**src/rtl/fetch_stage_pkg.sv**
```systemverilog
// Package rv32i_types: shared RV32I word/opcode types plus fetch-stage
// state encoding, the canonical NOP and the IF/ID payload struct.
package rv32i_types;

    typedef logic [31:0] rv32i_word;

    typedef enum logic [6:0] {
        op_lui   = 7'b0110111,
        op_auipc = 7'b0010111,
        op_jal   = 7'b1101111,
        op_jalr  = 7'b1100111,
        op_br    = 7'b1100011,
        op_load  = 7'b0000011,
        op_store = 7'b0100011,
        op_imm   = 7'b0010011,
        op_reg   = 7'b0110011,
        op_csr   = 7'b1110011
    } rv32i_opcode;

    typedef enum logic [1:0] {
        IDLE,
        FETCH,
        HOLD
    } fetch_state_t;

    // addi x0, x0, 0
    localparam rv32i_word RV32I_NOP = 32'h0000_0013;

    // One IF/ID payload: used for both the park buffer and the IF/ID register.
    typedef struct packed {
        rv32i_word pc_plus4;
        rv32i_word instr;
        logic      is_branch;
    } if_id_t;

endpackage

```
**src/rtl/fetch_stage_predecode.sv**
```systemverilog
// fetch_predecode: combinational branch predecoder for the fetch stage.
// Extracts the B-type immediate and predicts taken for backward branches.
// Only instantiated when FETCH_BTFN_PREDICT_EN is defined.
module fetch_predecode
    import rv32i_types::*;
(
    input  rv32i_word instr,
    output rv32i_word b_imm,
    output logic      pred_taken
);

    // rs1/rs2/funct3 play no part in the prediction.
    logic unused_fields;
    assign unused_fields = ^instr[24:12];

    assign b_imm      = {{20{instr[31]}}, instr[7], instr[30:25], instr[11:8], 1'b0};
    assign pred_taken = (rv32i_opcode'(instr[6:0]) == op_br) && b_imm[31];

endmodule

```
**src/rtl/fetch_stage.sv**
```systemverilog
// fetch_stage: instruction-fetch stage, producer of the IF/ID interface.
// Holds the PC, runs a read/resp handshake with instruction memory, parks a
// fetched instruction while decode stalls, and redirects on branch_recovery.
// A redirect that arrives while a read is outstanding marks it stale (squash)
// so its response is dropped.
// Optional feature macro: FETCH_BTFN_PREDICT_EN (backward-taken/forward-not-taken
// static prediction); without it next_pc is always pc+4.
module fetch_stage
    import rv32i_types::*;
#(
    parameter rv32i_word RESET_PC  = 32'h0000_0060,
    parameter rv32i_word NOP_INSTR = RV32I_NOP
) (
    input  logic        clk,
    input  logic        rst,
    input  logic        stall,
    input  logic        branch_recovery,
    input  logic [31:0] recovery_pc,
    output logic        mem_read,
    output logic [31:0] mem_address,
    input  logic [31:0] mem_rdata,
    input  logic        mem_resp,
    output logic [31:0] IF_ID_pc_plus4,
    output logic [31:0] IF_ID_instr,
    output logic        IF_ID_is_branch,
    output logic        IF_ID_valid
);

    fetch_state_t state;
    fetch_state_t next_state;

    rv32i_word pc;
    rv32i_word redirect_pc;
    rv32i_word pc_plus4;
    rv32i_word next_pc;
    rv32i_word recovery_target;
    rv32i_word park_next_pc;
    logic      squash;
    logic      pred_taken;
    logic      park_load;
    logic      if_id_valid;
    if_id_t    fetched;
    if_id_t    park;
    if_id_t    if_id;

    // Redirect targets are always word aligned.
    logic unused_recovery_lsbs;
    assign unused_recovery_lsbs = ^recovery_pc[1:0];
    assign recovery_target      = {recovery_pc[31:2], 2'b00};

    assign pc_plus4 = pc + 32'd4;

`ifdef FETCH_BTFN_PREDICT_EN
    rv32i_word b_imm;

    fetch_predecode u_predecode (
        .instr      (mem_rdata),
        .b_imm      (b_imm),
        .pred_taken (pred_taken)
    );

    assign next_pc = pred_taken ? (pc + b_imm) : pc_plus4;
`else
    assign pred_taken = 1'b0;
    assign next_pc    = pc_plus4;
`endif

    assign fetched = '{pc_plus4: pc_plus4, instr: mem_rdata, is_branch: pred_taken};

    // A response that is neither stale nor redirected, arriving under stall, is parked.
    assign park_load = (state == FETCH) && mem_resp && !branch_recovery && !squash && stall;

    // State register.
    // NOTE: sequential state uses non-blocking (<=) so every flop samples pre-edge values.
    always_ff @(posedge clk) begin
        if (rst) begin
            state <= IDLE;
        end else begin
            state <= next_state;
        end
    end

    // Next-state logic.
    // NOTE: next_state gets a default first so no path through the case infers a latch.
    always_comb begin
        next_state = state;
        case (state)
            IDLE:    next_state = FETCH;
            FETCH:   if (park_load) next_state = HOLD;
            HOLD:    if (branch_recovery || !stall) next_state = FETCH;
            default: next_state = IDLE;
        endcase
    end

    // Memory request outputs: a read is outstanding exactly while in FETCH.
    always_comb begin
        mem_read    = (state == FETCH);
        mem_address = pc;
    end

    // Park buffer: captures the instruction that decode could not accept.
    // NOTE: no reset here; the buffer is only read in HOLD, which is entered only after a load.
    always_ff @(posedge clk) begin
        if (park_load) begin
            park         <= fetched;
            park_next_pc <= next_pc;
        end
    end

    // PC, redirect tracking and IF/ID register.
    always_ff @(posedge clk) begin
        if (rst) begin
            pc          <= RESET_PC;
            redirect_pc <= '0;
            squash      <= 1'b0;
            if_id_valid <= 1'b0;
            if_id       <= '{pc_plus4: '0, instr: NOP_INSTR, is_branch: 1'b0};
        end else begin
            case (state)
                IDLE: begin
                    if (branch_recovery) pc <= recovery_target;
                end
                FETCH: begin
                    if (mem_resp) begin
                        if (branch_recovery || squash) begin
                            // Response belongs to a path that has been abandoned.
                            pc          <= branch_recovery ? recovery_target : redirect_pc;
                            squash      <= 1'b0;
                            if_id_valid <= 1'b0;
                        end else if (!stall) begin
                            if_id       <= fetched;
                            if_id_valid <= 1'b1;
                            pc          <= next_pc;
                        end
                    end else if (branch_recovery) begin
                        // Keep the outstanding address stable; redirect once it returns.
                        redirect_pc <= recovery_target;
                        squash      <= 1'b1;
                        if_id_valid <= 1'b0;
                    end else if (!stall) begin
                        if_id_valid <= 1'b0;
                    end
                end
                HOLD: begin
                    if (branch_recovery) begin
                        pc          <= recovery_target;
                        if_id_valid <= 1'b0;
                    end else if (!stall) begin
                        if_id       <= park;
                        if_id_valid <= 1'b1;
                        pc          <= park_next_pc;
                    end
                end
                default: ;
            endcase
        end
    end

    assign IF_ID_pc_plus4  = if_id.pc_plus4;
    assign IF_ID_instr     = if_id_valid ? if_id.instr : NOP_INSTR;
    assign IF_ID_is_branch = if_id.is_branch;
    assign IF_ID_valid     = if_id_valid;

endmodule

```
**config.mk**
```make
export PLATFORM = sky130hd
export DESIGN_NAME = fetch_stage
export DESIGN_NICKNAME = d
export VERILOG_FILES = /design/src/rtl/fetch_stage_pkg.sv /design/src/rtl/fetch_stage_predecode.sv /design/src/rtl/fetch_stage.sv
export SDC_FILE = /design/constraint.sdc
export NUM_CORES = 1
export LEC_CHECK = 0
export CORE_UTILIZATION = 58
export CTS_CLUSTER_DIAMETER = 150
export DETAILED_ROUTE_END_ITERATION = 8
export PLACE_DENSITY = 0.88
export SYNTH_ARGS = -nofsm -noshare
export SYNTH_HDL_FRONTEND = slang
export SYNTH_SLANG_ARGS = --single-unit
```
**constraint.sdc**
```tcl
create_clock -name clk -period 11.4 [get_ports clk]
set_input_delay 2.85 -clock clk [delete_from_list [all_inputs] [get_ports clk]]
set_output_delay 2.85 -clock clk [all_outputs]
set_load 0.1 [all_outputs]
```
Word-level counts from Yosys, hierarchy flattened --
Cells that the tools add are included.
Storage, ports and cells: bits in read-only memories 0, memory bits (writable) 0, memories 0, latch bits 0, output and inout bits 99, flip-flop bits (word level) 197, input bits 69
Operators by class: reductions and logical operators 19, equality and inequality tests 14, div/mod/pow operators 0, bitwise operators 1, shift-type cells 0, multipliers 0, muxes and demuxes 28, magnitude comparators 0, add/subtract/negate cells 1
Operators by type and width (count):
- $mux 65 | 5
- $mux 32 | 8
- $pmux 65 s2 | 1
- $pmux 32 s3 | 1
- $add 32x3->32 const B | 1
- $ne 2x2->1 const B | 6
- $mux 1 | 9
- $ne 2x1->1 const B | 3
- $pmux 2 s3 | 1
- $reduce_and 2->1 | 3
- $reduce_and 6->1 | 1
- $reduce_and 5->1 | 1
- $logic_and 1x1->1 | 4
- $mux 2 | 2
- $ne 4x3->1 const B | 1
- $reduce_bool 2->1 | 2
- $logic_not 1->1 | 3
- $ne 3x2->1 const B | 1
- $ne 3x3->1 const B | 1
- $reduce_and 3->1 | 1
- $reduce_bool 3->1 | 1
- $eq 2x1->1 const B | 1
- $eq 2x2->1 const B | 1
- $logic_not 2->1 | 1
- 3 further kinds | 4

Longest topological paths before layout --
depth in word-level cells 7, gate-level depth with buffers 10, depth with buffers taken out 7

Worst setup path after synthesis --
No wires, ideal clock.
kind reg-to-output, start point register if_id_valid, in the netlist IF_ID_valid, end point output port IF_ID_instr[10], setup slack 6.493 ns, stages on the path, launching flop included 3, arrival time 2.057 ns, cells stage by stage dfxtp_1 > clkbuf_1 > and2_1
On the way: longest elaborated chain between the ends 1
RTL lines:
- from (decl) | RTL line fetch_stage.sv:41 | logic if_id_valid;
- from (signal assigned) | RTL line fetch_stage.sv:116 | if_id_valid <= 1'b0;
- from (signal assigned) | RTL line fetch_stage.sv:129 | if_id_valid <= 1'b0;
- from (signal assigned) | RTL line fetch_stage.sv:132 | if_id_valid <= 1'b1;
- $mux 32 | RTL line fetch_stage.sv:160 | assign IF_ID_instr = if_id_valid ? if_id.instr : NOP_INSTR;
- to (decl) | RTL line fetch_stage.sv:24 | output logic [31:0] IF_ID_instr,
Every way passes these cells.

Worst setup path after layout --
start point register if_id_valid, in the netlist IF_ID_valid, end point output port IF_ID_instr[14]
The elaborated chain is that of the path after synthesis.

==> flow_summary.rst <==
.. list-table::
   :header-rows: 1

   * - Metric
     - Value
   * - Layout Cells excl Fill
     - 1386
   * - Clock latency of the later-clocked register in the worst-skew pair
     - between 400 and 500 ps
   * - Remaining antenna violation count after routing
     - 0
   * - Boundary pin count
     - about 170
   * - Peak supply drop
     - between 0.2 and 0.25 mV
   * - Quantity of I/O buffers inserted on ports
     - 164
   * - Launching element type of the critical path
     - flip-flop
   * - Worst rel slew slack
     - 0.128
   * - Worst-path maximum fanout
     - 34
   * - Post-synth ARST share
     - 0
   * - Routed length per instance
     - approximately 20 um
   * - Row Count
     - 47
   * - Leading register cell type out of synthesis
     - dfxtp_1
   * - Final WL
     - around 28 mm
   * - P per Cell Area
     - 275 nW/um2
   * - Final Wtd Congestion
     - 0.925
   * - Clock sink count
     - 196
   * - Crit path max-delay family
     - buffers and inverters
   * - Unique cell type count in the Yosys netlist
     - just over 60
   * - Clk_skew
     - 8.83 ps
   * - Mapped cell area
     - around 10000 um2
   * - Worst-Margin Slew
     - approximately 1300 ps
   * - Clk slew on worst S/H paths
     - 70 ps
   * - Part of the total power dissipated in combinational logic
     - 0.517
   * - Hold Path Class
     - reg2reg
   * - Number of vias per cell
     - 6.37
   * - Number of gates resized after cts
     - 0
   * - Post-synth net total
     - approximately 1200
   * - CTS tree
     - yes
   * - Final period utilization
     - 0.503
   * - Setup bufs post-CTS
     - 0
   * - Post-route setup TNS
     - 0 ps
   * - Switching Share
     - 0.507
   * - Critical Path, Cell by Cell
     - and2_1 > clkdlybuf4s50_1
   * - Total count of max-transition violations in the final report
     - 0
   * - Total via count after detailed routing
     - roughly 8800
   * - Clock network power share
     - 0.174
   * - Synth Area in XOR/XNOR
     - 0.0169
   * - Root buffer selected by CTS
     - clkbuf_16
   * - First-iteration detailed-routing DRC count
     - just over 1000
   * - Worst Setup End Kind
     - output pin
   * - Commonest non-fill, non-tap cells in the layout
     - clkdlybuf4s50_1, dfxtp_1, nand2_1
   * - Area growth from synthesis to layout
     - 20.3%
   * - Cells after DPL
     - 1354
   * - Register bit count reported by yosys
     - 196
   * - Die boundary height
     - ~130 um
   * - Combinational family with the most area after synthesis
     - compound AO/OA/AOI/OAI gates
   * - 1st-pass router iterations
     - 6
   * - Avg Synthesized Cell Area
     - around 9 um2
   * - Proportion of power drawn by flip-flops and latches
     - 0.309
   * - Die Width
     - approximately 130 um
   * - Run status
     - completed
   * - Post-layout instance area
     - 11800 um2
   * - Most frequent standard cell in the layout excluding fill and tap cells
     - clkdlybuf4s50_1
   * - Mux share of post-synthesis cell area
     - 0.0660
   * - Simple-gate portion of the synthesized area
     - 0.180
   * - Total half-perimeter wirelength after legalization and detailed placement
     - about 17 mm
   * - Sequential-to-total area share from yosys stat
     - 0.464
   * - Count of max-cap constraint violations
     - 0
   * - Pin count of the biggest net entering global routing
     - just under 100
   * - Sum of overflow across all layers after global routing
     - 0
   * - Critical path class
     - reg2out
   * - Synthesized-area fraction occupied by adder cells
     - 0.00764
   * - Total buffers and inverters traversed by the critical path
     - 1
   * - Longest Clk Path Bufs
     - 2
   * - Achievable frequency
     - 0.175 GHz
   * - CTS Hold Buffers Added
     - 0
   * - DRC viols
     - 0
   * - Number of H-tree branching levels
     - 4
   * - Die ar.
     - ~17000 um2
   * - Slowest cell on the critical path
     - clkdlybuf4s50_1
   * - Net switching component of the power
     - 1.65 mW
   * - Final total power
     - around 3.2 mW
   * - Fraction of layout cells with a size suffix above 1
     - 0.0575
   * - Floorplan Core Area
     - 16600 um2
   * - Min Clock Period, post-route
     - 5730 ps
   * - Total leakage power
     - approximately 4.0 nW
   * - Number of nets in the layout
     - 1228
   * - Dpl cell area
     - about 11000 um2
   * - Slowest stage delay, CP
     - roughly 1200 ps
   * - Count of yosys warnings during synthesis
     - 0
   * - Int Power
     - 1.60 mW
   * - Required time worst endpoint
     - 8550 ps
   * - RSZ-0062 raised after global routing
     - false
   * - Number of synthesized flops with an enable pin
     - 64
   * - Number of failing setup endpoints in the final timing report
     - 0
   * - Final hold violation count
     - 0
   * - Initial antenna violation count
     - 0
   * - Fraction of the core area covered by cells at the end of the flow
     - 0.713
   * - Compound-gate portion of the synthesized area
     - 0.196
   * - Instance count of the mapped netlist
     - roughly 1100
   * - Starting Density
     - 0.593
   * - Via count of the first global-routing pass
     - 8249
   * - TritonCTS Buffers
     - 17
   * - Critical Path AT
     - 2880 ps
   * - Total routing resource utilization after global routing
     - 0.317
   * - Ant. Diodes
     - 0
   * - Wire length of the first global-routing pass
     - roughly 44 mm
## cells by family after synthesis
kind of cell               count (synthesis)
muxes                                     64
DFF                                      196
other                                      1
xor gates and xnor gates                  19
and+or+nand+nor                          361
AOI/OAI and AO/OA                        288
adders and majority gates                  6
buffers and inverters                    143
## per-layer routing
| layer | GRT usage | share of wire | vias up |
|---|---|---|---|
| met5 | 0 | 0 | - |
| met4 | 0.157 | 0.040 | 0 |
| met3 | 0.0573 | 0.10 | 84 |
| met2 | 0.496 | 0.46 | 543 |
| met1 | 0.422 | 0.40 | 4143 |
| li1 | - | - | 4063 |
## per-stage QoR
step / setup WS (ps) / hold slack (ps)
after global routing: 5540 / 469
after floorplan: 5350 / 432
final: 5670 / 450
after detailed placement: 5490 / 444
after global placement: 5530 / 438
after CTS: 5630 / 453
## flip-flops by register name, summed over array words and instances, names as in the netlist
name            count
mem_address        32
if_id              32
redirect_pc        32
squash              1
IF_ID_pc_plus4     32
IF_ID_valid         1
state               2
park               64
## cell usage after synthesis, types with 9 or more instances
cell type	instances	area [um2]
a211oi_1	44	330
a21oi_1	73	365
a22o_1	10	87.6
a22oi_1	21	158
a31oi_1	12	75.1
and2_1	30	188
buf_1	10	37.5
buf_4	35	263
clkbuf_1	72	270
dfxtp_1	132	2640
edfxtp_1	64	1920
inv_1	23	86.3
mux2i_1	58	581
nand2_1	116	435
nand2b_1	18	113
nand3_1	23	115
nand4_1	18	113
nor2_1	77	289
nor3_1	18	90.1
nor4_1	13	81.3
o211ai_1	16	120
o21ai_0	47	235
o221ai_1	14	123
o2bb2ai_1	9	78.8
or4_1	10	75.1
xnor2_1	12	105
## worst reg2reg max path, delay by kind of cell, from the launching register on
| family | cells | cell delay [ps] |
|---|---|---|
| compound gates | 1 | 340 |
| buf+inv | 2 | 480 |
| fa+ha+maj | 1 | 350 |
| flops | 1 | 410 |
| simple gates | 4 | 1770 |
## power groups by stage
stage / Combinational [mW] / Sequential (mW) / Clock [mW]
after global routing: 1.76 / 1.02 / 0.598
final: 1.68 / 1.00 / 0.566
after CTS: 1.66 / 0.997 / 0.570
after floorplan: 0.993 / 1.28 / 0
after global placement: 1.62 / 1.01 / 0
after detailed placement: 1.65 / 1.01 / 0
## layout make-up
| type | instances | area, um2 |
|---|---|---|
| Timing Repair Buffer | 174 | 1710 |
| Clock buffer | 22 | 474 |
| Inverter | 25 | 93.8 |
| Fill cell | 1265 | 4760 |
| Clock inverter | 10 | 73.8 |
| Multi-Input combinational cell | 739 | 4630 |
| Tap cell | 220 | 275 |
| Sequential cell | 196 | 4560 |
## path summary, 6_finish.rpt
| check | from | to | slack [ps] | cells past startpoint |
|---|---|---|---|---|
| worst max-delay path | IF_ID_valid | IF_ID_instr[14] | 5670 | 2 |
| worst min-delay path | IF_ID_pc_plus4[6] | IF_ID_pc_plus4[6] | 450 | 2 |
| worst max register to register | state[1] | mem_address[15] | 7940 | 8 |
| worst min register to register | IF_ID_pc_plus4[6] | IF_ID_pc_plus4[6] | 450 | 2 |
Note: power is estimated with default switching activity, not from simulation.
